--- src/rtl/fetch_stage.sv ---
// fetch_stage
// Instruction-fetch stage of the uP pipeline. Owns the program counter,
// drives the synchronous instruction ROM address, applies jump / branch /
// stall redirection and registers the IF/ID pair. Wrong-path instructions
// are turned into NOP bubbles here.
//
// Ports
//   Clock, Reset      : single clock, synchronous active-high reset
//   iStall            : hold fetch and IF/ID
//   iJmpEnable/iJmpDir: unconditional jump and its absolute target
//   iBranchTaken, iBranchPC, iBranchOffset : taken branch, its PC and
//                       signed displacement (target = PC + 1 + offset)
//   oRomAddr          : combinational next-fetch address to the ROM
//   iRomInstr         : ROM data for the address presented on the last edge
//   oInstID/oPCID/oValidID : IF/ID instruction, its PC, valid (0 = bubble)
module fetch_stage #(
    parameter int                  ADDR_W    = 10,
    parameter int                  INSTR_W   = 16,
    parameter int                  BOFS_W    = 6,
    parameter logic [ADDR_W-1:0]   RESET_PC  = '0,
    parameter logic [INSTR_W-1:0]  NOP_INSTR = '0
) (
    input  logic               Clock,
    input  logic               Reset,
    input  logic               iStall,
    input  logic               iJmpEnable,
    input  logic [ADDR_W-1:0]  iJmpDir,
    input  logic               iBranchTaken,
    input  logic [ADDR_W-1:0]  iBranchPC,
    input  logic [BOFS_W-1:0]  iBranchOffset,
    output logic [ADDR_W-1:0]  oRomAddr,
    input  logic [INSTR_W-1:0] iRomInstr,
    output logic [INSTR_W-1:0] oInstID,
    output logic [ADDR_W-1:0]  oPCID,
    output logic               oValidID
);

    // Address whose instruction is on iRomInstr this cycle.
    logic [ADDR_W-1:0]  pc_f_q, pc_f_d;
    logic [INSTR_W-1:0] inst_id_q, inst_id_d;
    logic [ADDR_W-1:0]  pc_id_q, pc_id_d;
    logic               valid_id_q, valid_id_d;

    logic               redirect;
    logic [ADDR_W-1:0]  branch_ofs_sext;
    logic [ADDR_W-1:0]  branch_target;
    logic [ADDR_W-1:0]  redirect_target;
    logic [ADDR_W-1:0]  rom_addr;

    assign redirect        = iJmpEnable | iBranchTaken;
    assign branch_ofs_sext = {{(ADDR_W-BOFS_W){iBranchOffset[BOFS_W-1]}}, iBranchOffset};
    // Sum wraps modulo 2^ADDR_W by truncation.
    assign branch_target   = iBranchPC + ADDR_W'(1) + branch_ofs_sext;
    assign redirect_target = iJmpEnable ? iJmpDir : branch_target;

    // Next fetch address. During a stall the current address is replayed so
    // the synchronous ROM keeps presenting the held instruction.
    always_comb begin
        rom_addr = pc_f_q + ADDR_W'(1);
        if (Reset) begin
            rom_addr = RESET_PC;
        end else if (redirect) begin
            rom_addr = redirect_target;
        end else if (iStall) begin
            rom_addr = pc_f_q;
        end
    end

    // IF/ID next state. A redirect discards the wrong-path ROM word and
    // overrides any concurrent stall.
    always_comb begin
        pc_f_d     = rom_addr;
        inst_id_d  = iRomInstr;
        pc_id_d    = pc_f_q;
        valid_id_d = 1'b1;
        if (redirect) begin
            inst_id_d  = NOP_INSTR;
            pc_id_d    = '0;
            valid_id_d = 1'b0;
        end else if (iStall) begin
            inst_id_d  = inst_id_q;
            pc_id_d    = pc_id_q;
            valid_id_d = valid_id_q;
        end
    end

    always_ff @(posedge Clock) begin
        if (Reset) begin
            pc_f_q     <= RESET_PC;
            inst_id_q  <= NOP_INSTR;
            pc_id_q    <= '0;
            valid_id_q <= 1'b0;
        end else begin
            pc_f_q     <= pc_f_d;
            inst_id_q  <= inst_id_d;
            pc_id_q    <= pc_id_d;
            valid_id_q <= valid_id_d;
        end
    end

    assign oRomAddr = rom_addr;
    assign oInstID  = inst_id_q;
    assign oPCID    = pc_id_q;
    assign oValidID = valid_id_q;

endmodule

--- config.mk ---
export PLATFORM = sky130hd
export DESIGN_NAME = fetch_stage
export DESIGN_NICKNAME = d
export VERILOG_FILES = /design/src/rtl/fetch_stage.sv
export SDC_FILE = /design/constraint.sdc
export NUM_CORES = 1
export LEC_CHECK = 0
export ABC_AREA = 0
export CAP_MARGIN = 15
export CORE_ASPECT_RATIO = 1.2
export CORE_MARGIN = 2
export CORE_UTILIZATION = 55
export CTS_CLUSTER_DIAMETER = 150
export DETAILED_ROUTE_END_ITERATION = 16
export DONT_BUFFER_PORTS = 1
export GPL_TIMING_DRIVEN = 0
export PLACE_DENSITY_LB_ADDON = 0.12
export SLEW_MARGIN = 40
export SYNTH_ARGS = -nofsm -noshare
export SYNTH_HDL_FRONTEND = slang
export SYNTH_SLANG_ARGS = --single-unit
--- constraint.sdc ---
create_clock -name Clock -period 4 [get_ports Clock]
set_input_delay 0.8 -clock Clock [delete_from_list [all_inputs] [get_ports Clock]]
set_output_delay 0.8 -clock Clock [all_outputs]
set_load 0.02 [all_outputs]
==> qor.tcl <==
set qor(path_max_fanout) 3
set qor(postCtsResizedCells) 0
set qor(avgSynthCellArea_um2) 9.037
set qor(met2_length_mm) 2.328
set qor(met3_length_um) 393
set qor(synthDistinctLibCells) 46
set qor(placed_cell_area_um2) 2135
set qor(core_area_um2) 3633
set qor(clock_tree.htree_level_count) 2
set qor(wl_on_met1_mm) 1.591
set qor(mappedNetlistNets) 287
set qor(critical_setup_path_kind) {primary input to output pin}
set qor(synth.yosys.warnings) 0
set qor(timing.critical_path.required_ps) 3200
set qor(die_width_um) 60.00
set qor(clock-root-buffer) {sky130_fd_sc_hd__clkbuf_8}
set qor(num-nets-final) 294
set qor(drt_pre_antenna_iters) 4
set qor(antenna_left) 0
set qor(globalplace.congestion) 0.7851
set qor(die_area_um2) 4271
set qor(overflow) 0
set qor(unrepaired_setup_endpoints_after_global_routing) {false}
set qor(postSynth.topFlopCell) {sky130_fd_sc_hd__dfxtp_1}
set qor(cp_num_buf_inv) 2
set qor(synth_area_leader_cell) {sky130_fd_sc_hd__dfxtp_1}
set qor(area_growth_pct) 8.041
set qor(wl_per_cell_um) 15.22
set qor(worst_setup_path_end_kind) {output pin}
set qor(worstPathCellList) {inv_1 -> ha_1 -> inv_1 -> fa_1 -> a21oi_1 -> o211ai_1 -> a31oi_1 -> xor2_1 -> a21oi_1}
set qor(outcome) {finished clean}
set qor(drive_gt1_share_pct) 8.017
set qor(ys_seq_elements) 37
set qor(slew_violations) 0
set qor(finalClockSkew_ps) 3.052
set qor(cp_slowest_cell) {sky130_fd_sc_hd__fa_1}
set qor(crit_path_start_kind) {primary input}
set qor(post_layout_min_period_ps) 3378
set qor(timing.critical_path.max_delay_family) {compound AO/OA/AOI/OAI gates}
set qor(cts_tree) {done}
set qor(multi_input_gate_area_um2) 1256
set qor(maxCapViolations) 0
set qor(synth_area_um2) 2069
set qor(cts-hold-fix-buffers) 0
set qor(finish.utilization_pct) 61.54
set qor(static-leakage-power_nw) 0.9450
set qor(finalSetupViolations) 0
set qor(final_min_period_over_clock_period_pct) 84.45
set qor(synth.top_cells.by_count) {40 x sky130_fd_sc_hd__nor2_1, 37 x sky130_fd_sc_hd__dfxtp_1, 30 x sky130_fd_sc_hd__mux2i_1}
set qor(clock_pin_transition_on_the_worst_setup_and_hold_timing_paths_ps) 70
set qor(worstHoldPathType) {flip-flop to flip-flop}
set qor(core.rowCount) 24
set qor(grt_pass1_wl_mm) 7.210
set qor(numClockSinks) 37
set qor(cts_setup_buffers) 0
set qor(grt_max_degree) 12
set qor(finalPower_mw) 0.8363
set qor(vdd_ir_drop_max_v) 0.0001286
set qor(drt_iter0_drc) 40
set qor(io_pins) 84
set qor(grt_pass1_vias) 1661
set qor(share_of_the_synthesized_area_in_the_top_cell_type_pct) 35.79
set qor(fmax_mhz) 296.0
set qor(clk-insertion-delay-late_ps) 280
set qor(cts_buffer_count) 5
set qor(place_hpwl_mm) 3.549
set qor(finalInstanceArea_um2) 2236
set qor(netlist_instances) 229
set qor(antenna-diode-count) 0
set qor(worst_slack_setup_final_ps) 622.2
set qor(drt-vias-per-instance) 5.758
set qor(via_count) 1664
set qor(cpPeakStageDelay_ps) 420
set qor(cts.path.max_buffers) 2
set qor(slew-limit-headroom_pct) 63.44
set qor(synth_seq_area_share_pct) 35.79
set qor(tns_ps) 0
set qor(highest-signal-layer) {met4}
set qor(synth.area.top_cells) {sky130_fd_sc_hd__dfxtp_1 36%, sky130_fd_sc_hd__mux2i_1 15%, sky130_fd_sc_hd__nor2_1 7.3%}
set qor(worst_ep_arrival_time_ps) 2580
set qor(synthArstFlopShare_pct) 0
set qor(drt_wl_total_mm) 4.399
set qor(grt_antenna_before_repair) 0
set qor(n_fill_cell) 329
set qor(start_util_pct) 56.96
set qor(io_buffers) 0
set qor(layout.area.seq_um2) 740.7
set qor(groute.usage.overall_pct) 21.66
set qor(synth-edff-count) 0
set qor(placement.setup.worst_slack_ps) 620.1
set qor(die_h_um) 71.20
set qor(finalHoldViolCount) 0
set qor(yosys.cell_count.top_type) {sky130_fd_sc_hd__nor2_1}
set qor(drt_drc_violations_left) 0
set qor(worst-slew-pin-transition_ps) 545.8
set qor(power-per-cell-area_nw_per_um2) 374.0
## sequential cells by signal, summed over array words and instances (netlist names)
register  flops
oInstID      16
pc_f_q       10
oPCID        10
oValidID      1
## cell type report
class,count,area share [%]
multi-input combinational,174,56.18
tap,52,2.910
clock buffer,7,4.309
clock inverter,1,0.2238
sequential,37,33.13
buffer,8,1.511
inverter,10,1.735
## worst paths after layout
kind                                      startpoint                     to  slack (ps)  cells after the start
worst min register to register  pc_f_q[9]$_SDFF_PP0_  oPCID[9]$_SDFFE_PP0N_         540                      2
worst min-delay path            pc_f_q[9]$_SDFF_PP0_  oPCID[9]$_SDFFE_PP0N_         540                      2
worst max-delay path                    iBranchPC[0]            oRomAddr[8]         620                      9
worst max register to register  pc_f_q[0]$_SDFF_PP0_   pc_f_q[8]$_SDFF_PP0_        2240                      6
## layout by cell type, fill, tap and decap left out, drive strengths merged, types with 5 or more instances in the layout
master  synthesis  layout
nor2           40      40
ha             10      10
inv             9       9
xnor2           7       7
a21oi          12      12
dfxtp          37      37
nand2          10      10
clkbuf          4      11
mux2i          30      30
o21ai           5       5
## power by group
part	leakage, nW	internal (mW)	switching (mW)
sequential	0.302	0.382	0.0198
combinational	0.589	0.0656	0.0914
clock	0.0542	0.156	0.122
total	0.945	0.603	0.233
## routing by layer
metal  up-vias  track usage, %
met3         7           6.764
met1       765           21.91
met5         -               0
met4         0           9.877
met2        55           39.01
li1        837               -
## logic make-up (layout without fill, tap and decap cells)
logic type / after synthesis / in the layout / synth area share (%)
muxes: 30 / 30 / 14.51
xor gates and xnor gates: 11 / 11 / 4.655
AOI/OAI and AO/OA: 44 / 44 / 15.48
DFF: 37 / 37 / 35.79
adders and majority gates: 11 / 11 / 7.013
buffers and inverters: 18 / 26 / 3.506
and+or+nand+nor: 78 / 78 / 19.04
## worst register-to-register path, cell delays in order, from the launching register on
cell and delay [ps]:
sky130_fd_sc_hd__dfxtp_1 410, sky130_fd_sc_hd__ha_1 200, sky130_fd_sc_hd__and3b_1 230, sky130_fd_sc_hd__nand2_1 80, sky130_fd_sc_hd__or3_1 310, sky130_fd_sc_hd__a311o_1 330, sky130_fd_sc_hd__a21oi_1 130
## through the flow
| stage | hold slack (ps) | instances |
|---|---|---|
| 5_1_grt | 576.0 | 289 |
| 4_1_cts | 533.3 | 289 |
| 3_5_place_dp | 515.5 | 281 |
| 2_1_floorplan | 482.0 | 229 |
| 6_report | 535.9 | 289 |
| 3_3_place_gp | 504.1 | 281 |
No activity file was read; power rests on OpenSTA's default activity.
